<file path="src/rtl/gtech_arb_pkg.sv">
// ---------------------------------------------------------------------------
// gtech_arb_pkg
// Shared definitions for the 4-way round-robin arbiter slice.
//   NREQ        : number of requesters
//   ID_W        : width of a requester index
//   CNT_W       : width of the optional hold (timeout) counter
//   arb_state_e : arbiter state (IDLE = no owner, GRANT = one owner)
// ---------------------------------------------------------------------------
package gtech_arb_pkg;

  localparam int NREQ  = 4;
  localparam int ID_W  = 2;
  localparam int CNT_W = 4;

  typedef enum logic [0:0] {
    IDLE  = 1'b0,
    GRANT = 1'b1
  } arb_state_e;

endpackage

</file>
<file path="src/rtl/gtech_rr_pick.sv">
// ---------------------------------------------------------------------------
// gtech_rr_pick
// Purely combinational round-robin winner selection. Starting at the rotating
// pointer and wrapping 3 -> 0, the first request not masked by the exclude
// vector wins.
// Ports:
//   i_req   [NREQ-1:0] : request vector
//   i_ptr   [ID_W-1:0] : rotating priority pointer (highest priority index)
//   i_excl  [NREQ-1:0] : requests to ignore this cycle
//   o_gnt   [NREQ-1:0] : one-hot winner (zero when nothing eligible)
//   o_id    [ID_W-1:0] : binary index of the winner (zero when invalid)
//   o_valid            : a winner exists
// ---------------------------------------------------------------------------
module gtech_rr_pick
  import gtech_arb_pkg::*;
(
  input  logic [NREQ-1:0] i_req,
  input  logic [ID_W-1:0] i_ptr,
  input  logic [NREQ-1:0] i_excl,
  output logic [NREQ-1:0] o_gnt,
  output logic [ID_W-1:0] o_id,
  output logic            o_valid
);

  logic [NREQ-1:0] w_cand;

  assign w_cand = i_req & ~i_excl;

  // Walk the offsets from farthest to nearest so the candidate closest to the
  // pointer is the last one written and therefore wins; no priority chain
  // needs to read back its own outputs.
  always_comb begin
    logic [ID_W-1:0] w_idx;
    w_idx   = '0;
    o_gnt   = '0;
    o_id    = '0;
    o_valid = 1'b0;
    for (int k = NREQ - 1; k >= 0; k--) begin
      w_idx = i_ptr + ID_W'(k);
      if (w_cand[w_idx]) begin
        o_gnt   = NREQ'(1) << w_idx;
        o_id    = w_idx;
        o_valid = 1'b1;
      end
    end
  end

endmodule

</file>
<file path="src/rtl/gtech_rr_arb4.sv">
// ---------------------------------------------------------------------------
// gtech_rr_arb4
// Four-requester round-robin arbiter for a single shared resource. A grant is
// registered one cycle after the request is seen, held until the owner drops
// its request or strobes its release, and then handed straight to the next
// round-robin winner with no idle cycle.
//
// Optional feature (macro GTECH_ARB_TIMEOUT_EN): a 4-bit hold counter limits
// any grant to MAX_HOLD cycles. When the limit is hit the owner is forced off
// (skipped if anyone else is waiting, otherwise re-granted with a fresh count)
// and TOUT pulses for one cycle. Without the macro TOUT is tied low and
// MAX_HOLD has no effect.
//
// Parameters:
//   MAX_HOLD : maximum grant length in cycles with the timeout built in (1..15)
// Ports:
//   CLK        : clock, all state changes on the rising edge
//   RST        : synchronous active-high reset
//   REQ  [3:0] : per-requester request
//   REL  [3:0] : per-requester release strobe (only the owner's bit matters)
//   GNT  [3:0] : registered one-hot grant, zero when idle
//   GNT_ID[1:0]: index of the current owner, zero when idle
//   BUSY       : a grant is held
//   TOUT       : one-cycle pulse on a forced release
// ---------------------------------------------------------------------------
module gtech_rr_arb4
  import gtech_arb_pkg::*;
#(
  parameter int MAX_HOLD = 15
) (
  input  logic            CLK,
  input  logic            RST,
  input  logic [NREQ-1:0] REQ,
  input  logic [NREQ-1:0] REL,
  output logic [NREQ-1:0] GNT,
  output logic [ID_W-1:0] GNT_ID,
  output logic            BUSY,
  output logic            TOUT
);

  arb_state_e      r_state;
  logic [NREQ-1:0] r_gnt;
  logic [ID_W-1:0] r_id;
  logic [ID_W-1:0] r_ptr;

  arb_state_e      w_nxt_state;
  logic [NREQ-1:0] w_nxt_gnt;
  logic [ID_W-1:0] w_nxt_id;
  logic [ID_W-1:0] w_nxt_ptr;
  logic            w_new_grant;

  logic            w_owner_req;
  logic            w_owner_rel;
  logic            w_release;
  logic            w_timeout;
  logic [NREQ-1:0] w_excl;

  logic [NREQ-1:0] w_pick_gnt;
  logic [ID_W-1:0] w_pick_id;
  logic            w_pick_valid;

  // A voluntary release: the owner no longer wants the resource or strobes
  // its own release bit. Release bits of anyone else never reach this term.
  assign w_owner_req = REQ[r_id];
  assign w_owner_rel = REL[r_id];
  assign w_release   = (r_state == GRANT) && (!w_owner_req || w_owner_rel);

  // While someone owns the resource, their request is masked so a handover
  // cannot pick the same requester again in the cycle it lets go.
  assign w_excl = (r_state == GRANT) ? r_gnt : '0;

  gtech_rr_pick u_pick (
    .i_req   (REQ),
    .i_ptr   (r_ptr),
    .i_excl  (w_excl),
    .o_gnt   (w_pick_gnt),
    .o_id    (w_pick_id),
    .o_valid (w_pick_valid)
  );

`ifdef GTECH_ARB_TIMEOUT_EN
  localparam logic [CNT_W-1:0] HOLD_LAST = CNT_W'(MAX_HOLD - 1);

  logic [CNT_W-1:0] r_cnt;
  logic             r_tout;

  // The counter holds the number of grant cycles already completed, so the
  // edge that closes the MAX_HOLD-th cycle sees HOLD_LAST. A voluntary
  // release on that same edge wins and is not reported as a timeout.
  assign w_timeout = (r_state == GRANT) && !w_release && (r_cnt == HOLD_LAST);

  // Every new grant (including a timeout re-grant) restarts the count; the
  // count only advances while a grant is being held.
  always_ff @(posedge CLK) begin
    if (RST) begin
      r_cnt  <= '0;
      r_tout <= 1'b0;
    end else begin
      r_tout <= w_timeout;
      if (w_new_grant) begin
        r_cnt <= '0;
      end else if (r_state == GRANT) begin
        r_cnt <= r_cnt + CNT_W'(1);
      end
    end
  end

  assign TOUT = r_tout;
`else
  logic w_unused_max_hold;

  assign w_timeout         = 1'b0;
  assign w_unused_max_hold = ^CNT_W'(MAX_HOLD);
  assign TOUT              = 1'b0;
`endif

  // Next-state decision. A new grant always moves the pointer one past the
  // winner, so the winner becomes lowest priority for the following round.
  // A forced release with nobody else waiting hands the grant back to the
  // same owner and counts as a fresh grant.
  always_comb begin
    w_nxt_state = r_state;
    w_nxt_gnt   = r_gnt;
    w_nxt_id    = r_id;
    w_nxt_ptr   = r_ptr;
    w_new_grant = 1'b0;
    case (r_state)
      IDLE: begin
        if (w_pick_valid) begin
          w_nxt_state = GRANT;
          w_nxt_gnt   = w_pick_gnt;
          w_nxt_id    = w_pick_id;
          w_nxt_ptr   = w_pick_id + ID_W'(1);
          w_new_grant = 1'b1;
        end
      end
      GRANT: begin
        if (w_release || w_timeout) begin
          if (w_pick_valid) begin
            w_nxt_gnt   = w_pick_gnt;
            w_nxt_id    = w_pick_id;
            w_nxt_ptr   = w_pick_id + ID_W'(1);
            w_new_grant = 1'b1;
          end else if (w_timeout) begin
            w_nxt_ptr   = r_id + ID_W'(1);
            w_new_grant = 1'b1;
          end else begin
            w_nxt_state = IDLE;
            w_nxt_gnt   = '0;
            w_nxt_id    = '0;
          end
        end
      end
      default: begin
        w_nxt_state = IDLE;
        w_nxt_gnt   = '0;
        w_nxt_id    = '0;
      end
    endcase
  end

  // State, grant and pointer registers. Reset drops any grant immediately
  // and restarts arbitration from requester 0.
  always_ff @(posedge CLK) begin
    if (RST) begin
      r_state <= IDLE;
      r_gnt   <= '0;
      r_id    <= '0;
      r_ptr   <= '0;
    end else begin
      r_state <= w_nxt_state;
      r_gnt   <= w_nxt_gnt;
      r_id    <= w_nxt_id;
      r_ptr   <= w_nxt_ptr;
    end
  end

  assign GNT    = r_gnt;
  assign GNT_ID = r_id;
  assign BUSY   = |r_gnt;

endmodule

</file>
<file path="config.mk">
export PLATFORM = sky130hd
export DESIGN_NAME = gtech_rr_arb4
export DESIGN_NICKNAME = d
export VERILOG_FILES = /design/src/rtl/gtech_arb_pkg.sv /design/src/rtl/gtech_rr_pick.sv /design/src/rtl/gtech_rr_arb4.sv
export SDC_FILE = /design/constraint.sdc
export NUM_CORES = 1
export LEC_CHECK = 0
export ABC_AREA = 1
export CORE_MARGIN = 4
export CORE_UTILIZATION = 51
export DETAILED_ROUTE_END_ITERATION = 6
export GPL_ROUTABILITY_DRIVEN = 0
export GPL_TIMING_DRIVEN = 0
export MAX_ROUTING_LAYER = met4
export PLACE_DENSITY = 0.85
export SLEW_MARGIN = 20
export SYNTH_ARGS = -nofsm -noshare
export SYNTH_HDL_FRONTEND = slang
export SYNTH_SLANG_ARGS = --single-unit
</file>
<file path="constraint.sdc">
create_clock -name CLK -period 2.01 [get_ports CLK]
set_input_delay 0.5025 -clock CLK [delete_from_list [all_inputs] [get_ports CLK]]
set_output_delay 0.5025 -clock CLK [all_outputs]
set_load 0.005 [all_outputs]
</file>
# After elaboration in Yosys (flattened, before gate mapping)
# Cells that the tools add are included.
# totals
register_bits	9
latch_bits	0
ram_bits	0
romBits	0
in_bits	10
output_inout_bits	8
elab_cells	66
mem_count	0
# classes
add_sub_neg	4
multipliers	0
div	0
order_cmp	5
eq_ne	2
n_shift	4
mux	39
n_bitwise	3
n_reduce_logical	5
# ops
op	n
$mux 4	8
$mux 2	9
$shl 1x2->4 const A	4
$lt 2x3->1 const B	5
$bmux 1 s2	6
$mux 1	12
$pmux 2 s2	2
$pmux 4 s2	1
$add 2x1->2 const B	2
$add 2x2->2 const B	2
$and 4x4->4	1
$ne 2x1->1 const B	2
$not 4->4	1
$reduce_or 4->1	1
$pmux 1 s2	1
$reduce_and 2->1	1
$logic_and 1x1->1	1
$logic_not 1->1	1
$logic_or 1x1->1	1
$not 1->1	1

# Logic depth before layout (Yosys ltp)
# Gate-level depths: netlist of the first run.
# logic_depth
word_depth	13
mapped_depth	14
mapped_depth_nobuf	13

# Cells and area by module
# Synthesis of the first run repeated with hierarchy kept, for this count alone.
# unflattened
cells_unflattened	163
area_unflattened_um2	1039.7
# by_module_without_submodules
mod	n_inst	cells_each	area_per_inst_um2	seq_area_each_um2
gtech_rr_pick	1	96	536.8	0.0
gtech_rr_arb4	1	67	503.0	180.2

# Worst setup path before layout of the first run
# Ideal clock, no wire load.
# synth_path
kind	register to register
startpoint	register r_ptr[0]
endpoint	register r_ptr[1]
setup_ns	0.112
arrival_time_ns	1.710
required_ns	1.898
path_slack_ns	0.188
path_stages_with_launch	14
path_buffers	1
period_less_slack_ns	1.822
path_cell_list	dfxtp_1 > buf_2 > inv_4 > ha_1 > inv_1 > nand3_1 > nand2_1 > nand2_1 > nand3_1 > nand2_1 > nor2_2 > nor2_1 > nand2_1 > nand2_1
# synth_between
elab_chain_len	11
elab_cells_between_ends	23
classes_between	4 x add/sub; 19 x mux
# synth_rtl
element	line_no	rtl
from (decl)	gtech_rr_arb4.sv:44	logic [ID_W-1:0] r_ptr;
from (signal assigned)	gtech_rr_arb4.sv:174	r_ptr <= w_nxt_ptr;
$add 2x2->2	gtech_rr_pick.sv:39	w_idx = i_ptr + ID_W'(k);
$bmux 1 s2	gtech_rr_pick.sv:40	if (w_cand[w_idx]) begin
$mux 1 (not written as such)	gtech_rr_pick.sv:40	
$mux 2 (4 in a row)	gtech_rr_pick.sv:40	
$add 2x1->2	gtech_rr_arb4.sv:133, gtech_rr_arb4.sv:142	
$mux 2 (*)	gtech_rr_arb4.sv:129, gtech_rr_arb4.sv:139	
$mux 2	gtech_rr_arb4.sv:138	if (w_release || w_timeout) begin
$pmux 2 s2 (*)	gtech_rr_arb4.sv:127	case (r_state)
# Mark *: on every way between the ends. The rest lies on a longest branch, timed or not. The select of a mux whose other input is x is not followed.
# A chain may end at the register's enable or synchronous reset.

# Worst setup path after layout of the first run
# layout_path
startpoint	register r_gnt[0], in the netlist GNT[0]
endpoint	output BUSY
# layout_between
elab_chain_len	1
# layout_rtl
element	line_no	rtl
from (decl)	gtech_rr_arb4.sv:42	logic [NREQ-1:0] r_gnt;
from (signal assigned)	gtech_rr_arb4.sv:172	r_gnt <= w_nxt_gnt;
$reduce_or 4->1	gtech_rr_arb4.sv:180	assign BUSY = |r_gnt;
to (decl)	gtech_rr_arb4.sv:37	output logic BUSY,
# Every way passes these cells.

==> results of run 1 <==
[stage by stage]
stage                     hold slack, ps  setup TNS [ps]  instances  total power [uW]  utilization, %
after CTS                            496               0        208              1860            66.7
after floorplan                      476               0        164              1310               -
after detailed placement             486            -716        204              1710            64.7
after global routing                 532               0        208              2140            68.7
final                                499               0        208              1930            68.7
after global placement               488            -332        204              1670            64.7
[cell usage after synthesis, drive strengths merged]
master / number / share of area (%)
o21ai: 1 / 0.53
ha: 8 / 11
or4: 1 / 0.79
nand3b: 8 / 6.3
a21oi: 13 / 8.0
nand3: 15 / 7.9
nand2: 77 / 32
dfxtp: 9 / 19
nor2: 13 / 6.7
buf: 3 / 1.8
conb: 1 / 0.40
inv: 14 / 5.8
nor3: 1 / 0.53
[sequential cells by signal (all words and copies together), names as in the netlist]
register,flops
GNT,4
GNT_ID,2
r_ptr,2
r_state,1
[final timing paths]
| kind | startpoint | endpoint | slack [ps] |
|---|---|---|---|
| setup reg to reg | r_ptr[0]$_SDFFE_PP0P_ | r_ptr[1]$_SDFFE_PP0P_ | 160 |
| hold reg to reg | GNT[3]$_SDFFE_PP0P_ | GNT[3]$_SDFFE_PP0P_ | 500 |
| setup / recovery | GNT[0]$_SDFFE_PP0P_ | BUSY | 140 |
| hold / removal | GNT[3]$_SDFFE_PP0P_ | GNT[3]$_SDFFE_PP0P_ | 500 |
[layer usage]
layer	vias to the layer above	track usage (%)	part of all wire [%]
li1	561	-	-
met1	486	25.7	43
met2	45	34.5	48
met3	9	3.50	7.0
met4	0	6.73	2.2
met5	-	-	0
[final cells by class]
class / count / area share (%)
tap: 25 / 2.61
inverter: 14 / 4.59
timing repair buffer: 15 / 13.3
buffer: 3 / 1.98
sequential: 9 / 15.2
clock buffer: 4 / 2.19
multi-input combinational: 138 / 60.1
[cell families (layout without fill, tap and decap cells)]
group / after synthesis / count (layout) / synth area share [%]
DFF: 9 / 9 / 19.0
other: 1 / 1 / 0.395
and+or+nand+nor: 115 / 115 / 53.8
buffers and inverters: 17 / 36 / 7.65
adders and majority gates: 8 / 8 / 10.6
AOI/OAI and AO/OA: 14 / 14 / 8.58
[power by group through the flow]
| stage | combinational [uW] | sequential (uW) | clock [uW] |
|---|---|---|---|
| floorplan | 975 | 332 | 0 |
| finish | 1440 | 352 | 134 |
| global placement | 1320 | 347 | 0 |
| global route | 1620 | 363 | 150 |
| detailed placement | 1360 | 349 | 0 |
| CTS | 1370 | 350 | 139 |
[critical path, cell delays in order (launching register included)]
cell and delay (ps):
dfxtp_1 330, or4_1 510, dlygate4sd2_1 270
[timing repair]
action,4_1_cts,5_1_grt
gates cloned,0,0
resized for setup,5,10
setup endpoints to repair,7,6
==> metrics.yaml, run 1 <==
combinationalPowerShare_pct: 74.8
io_pins: 18
nNetsFinal: 202
final_cell_mix: "70 x nand2_1, 15 x nand3_1, 12 x a21oi_1"
status: "completed"
die_w_um: 51.1
multi_input_area_um2: 721
drive_gt1_share_pct: 14.2
hpwl_um: 1870
antennaDiodeCount: 0
drt_pass1_iterations: 4
grt_pass1_wl_um: 4160
switching_share_pct: 52.9
p_seq_share_pct: 18.3
fin_worst_skew_ps: 0.744
clk_pin_slew_ps: 60
fillers: 161
vias_per_cell: 5.29
grt-ovfl-total: 0
worst_slack_ps: 139
period_minus_slack_ps: 1870
drv_cap: 0
p_int_uw: 908
ys_seq_area_share_pct: 19.0
crit_path_max_fanout: 4
setup.worst_path.start_class: "flip-flop"
cts_root_buffer: "clkbuf_4"
seqCellArea_um2: 183
syn-cell-area_um2: 948
synthCells: 164
powerDensity_mw_per_mm2: 1610
period_share_pct: 93.1
ys_warn_count: 0
grt_start_max_net_pins: 13
postCtsSetupRepairBufs: 0
synth-seq-cells: 9
dp_slack_ps: -206
syn_avg_cell_area_um2: 5.78
power_frac_clock_pct: 7.0
numCtsBuffers: 3
route.detailed.drc: 0
route.vias.total: 1101
cellLeakagePower_uw: 0.000613
drtIter0Drc: 36
cts_tree: "yes"
grt_pass1_vias: 1013
place_area_mm2: 0.00113
setup_viol: 0
area.growth.synth_to_final_pct: 26.4
rows: 15
final_common_cell: "nand2_1"
core_mm2: 0.00175
crit_arrival_ps: 1370
rsz0062_at_grt: "false"
antenna_found_initial: 0
worstPathRequired_ps: 1510
portBuffers: 15
hold_class: "flip-flop to flip-flop"
grt_usage_pct: 20.9
finalHoldViolCount: 0
ant_nets: 0
power_switching_uw: 1020
wirelength_um: 2450
die_area_mm2: 0.00261
finalMaxSlewViolations: 0
syn-num-nets: 182
peakVddDrop_mv: 1.08
final_area_mm2: 0.00120
r2r_cells: 13
htreeDepth: 1
start_util_pct: 54.3
clock_sinks: 9
wl_per_cell_um: 11.8
holdBufCountCts: 0
critPathKind: "flip-flop to output port"
clock_latency_ps: 250
ys_types: 20
fmax_mhz: 534
cp-end-kind: "output port"
die_h_um: 51.1
hold_path_depth: 2
clock_path_buffers: 2
No activity file was read; power rests on OpenSTA's default activity.
==> run 2: changes to the inputs <==
Settings changed: GPL_ROUTABILITY_DRIVEN 0 to not set.
==> results of run 2 <==
Final layout, timing and power as in run 1 (identical DEF).
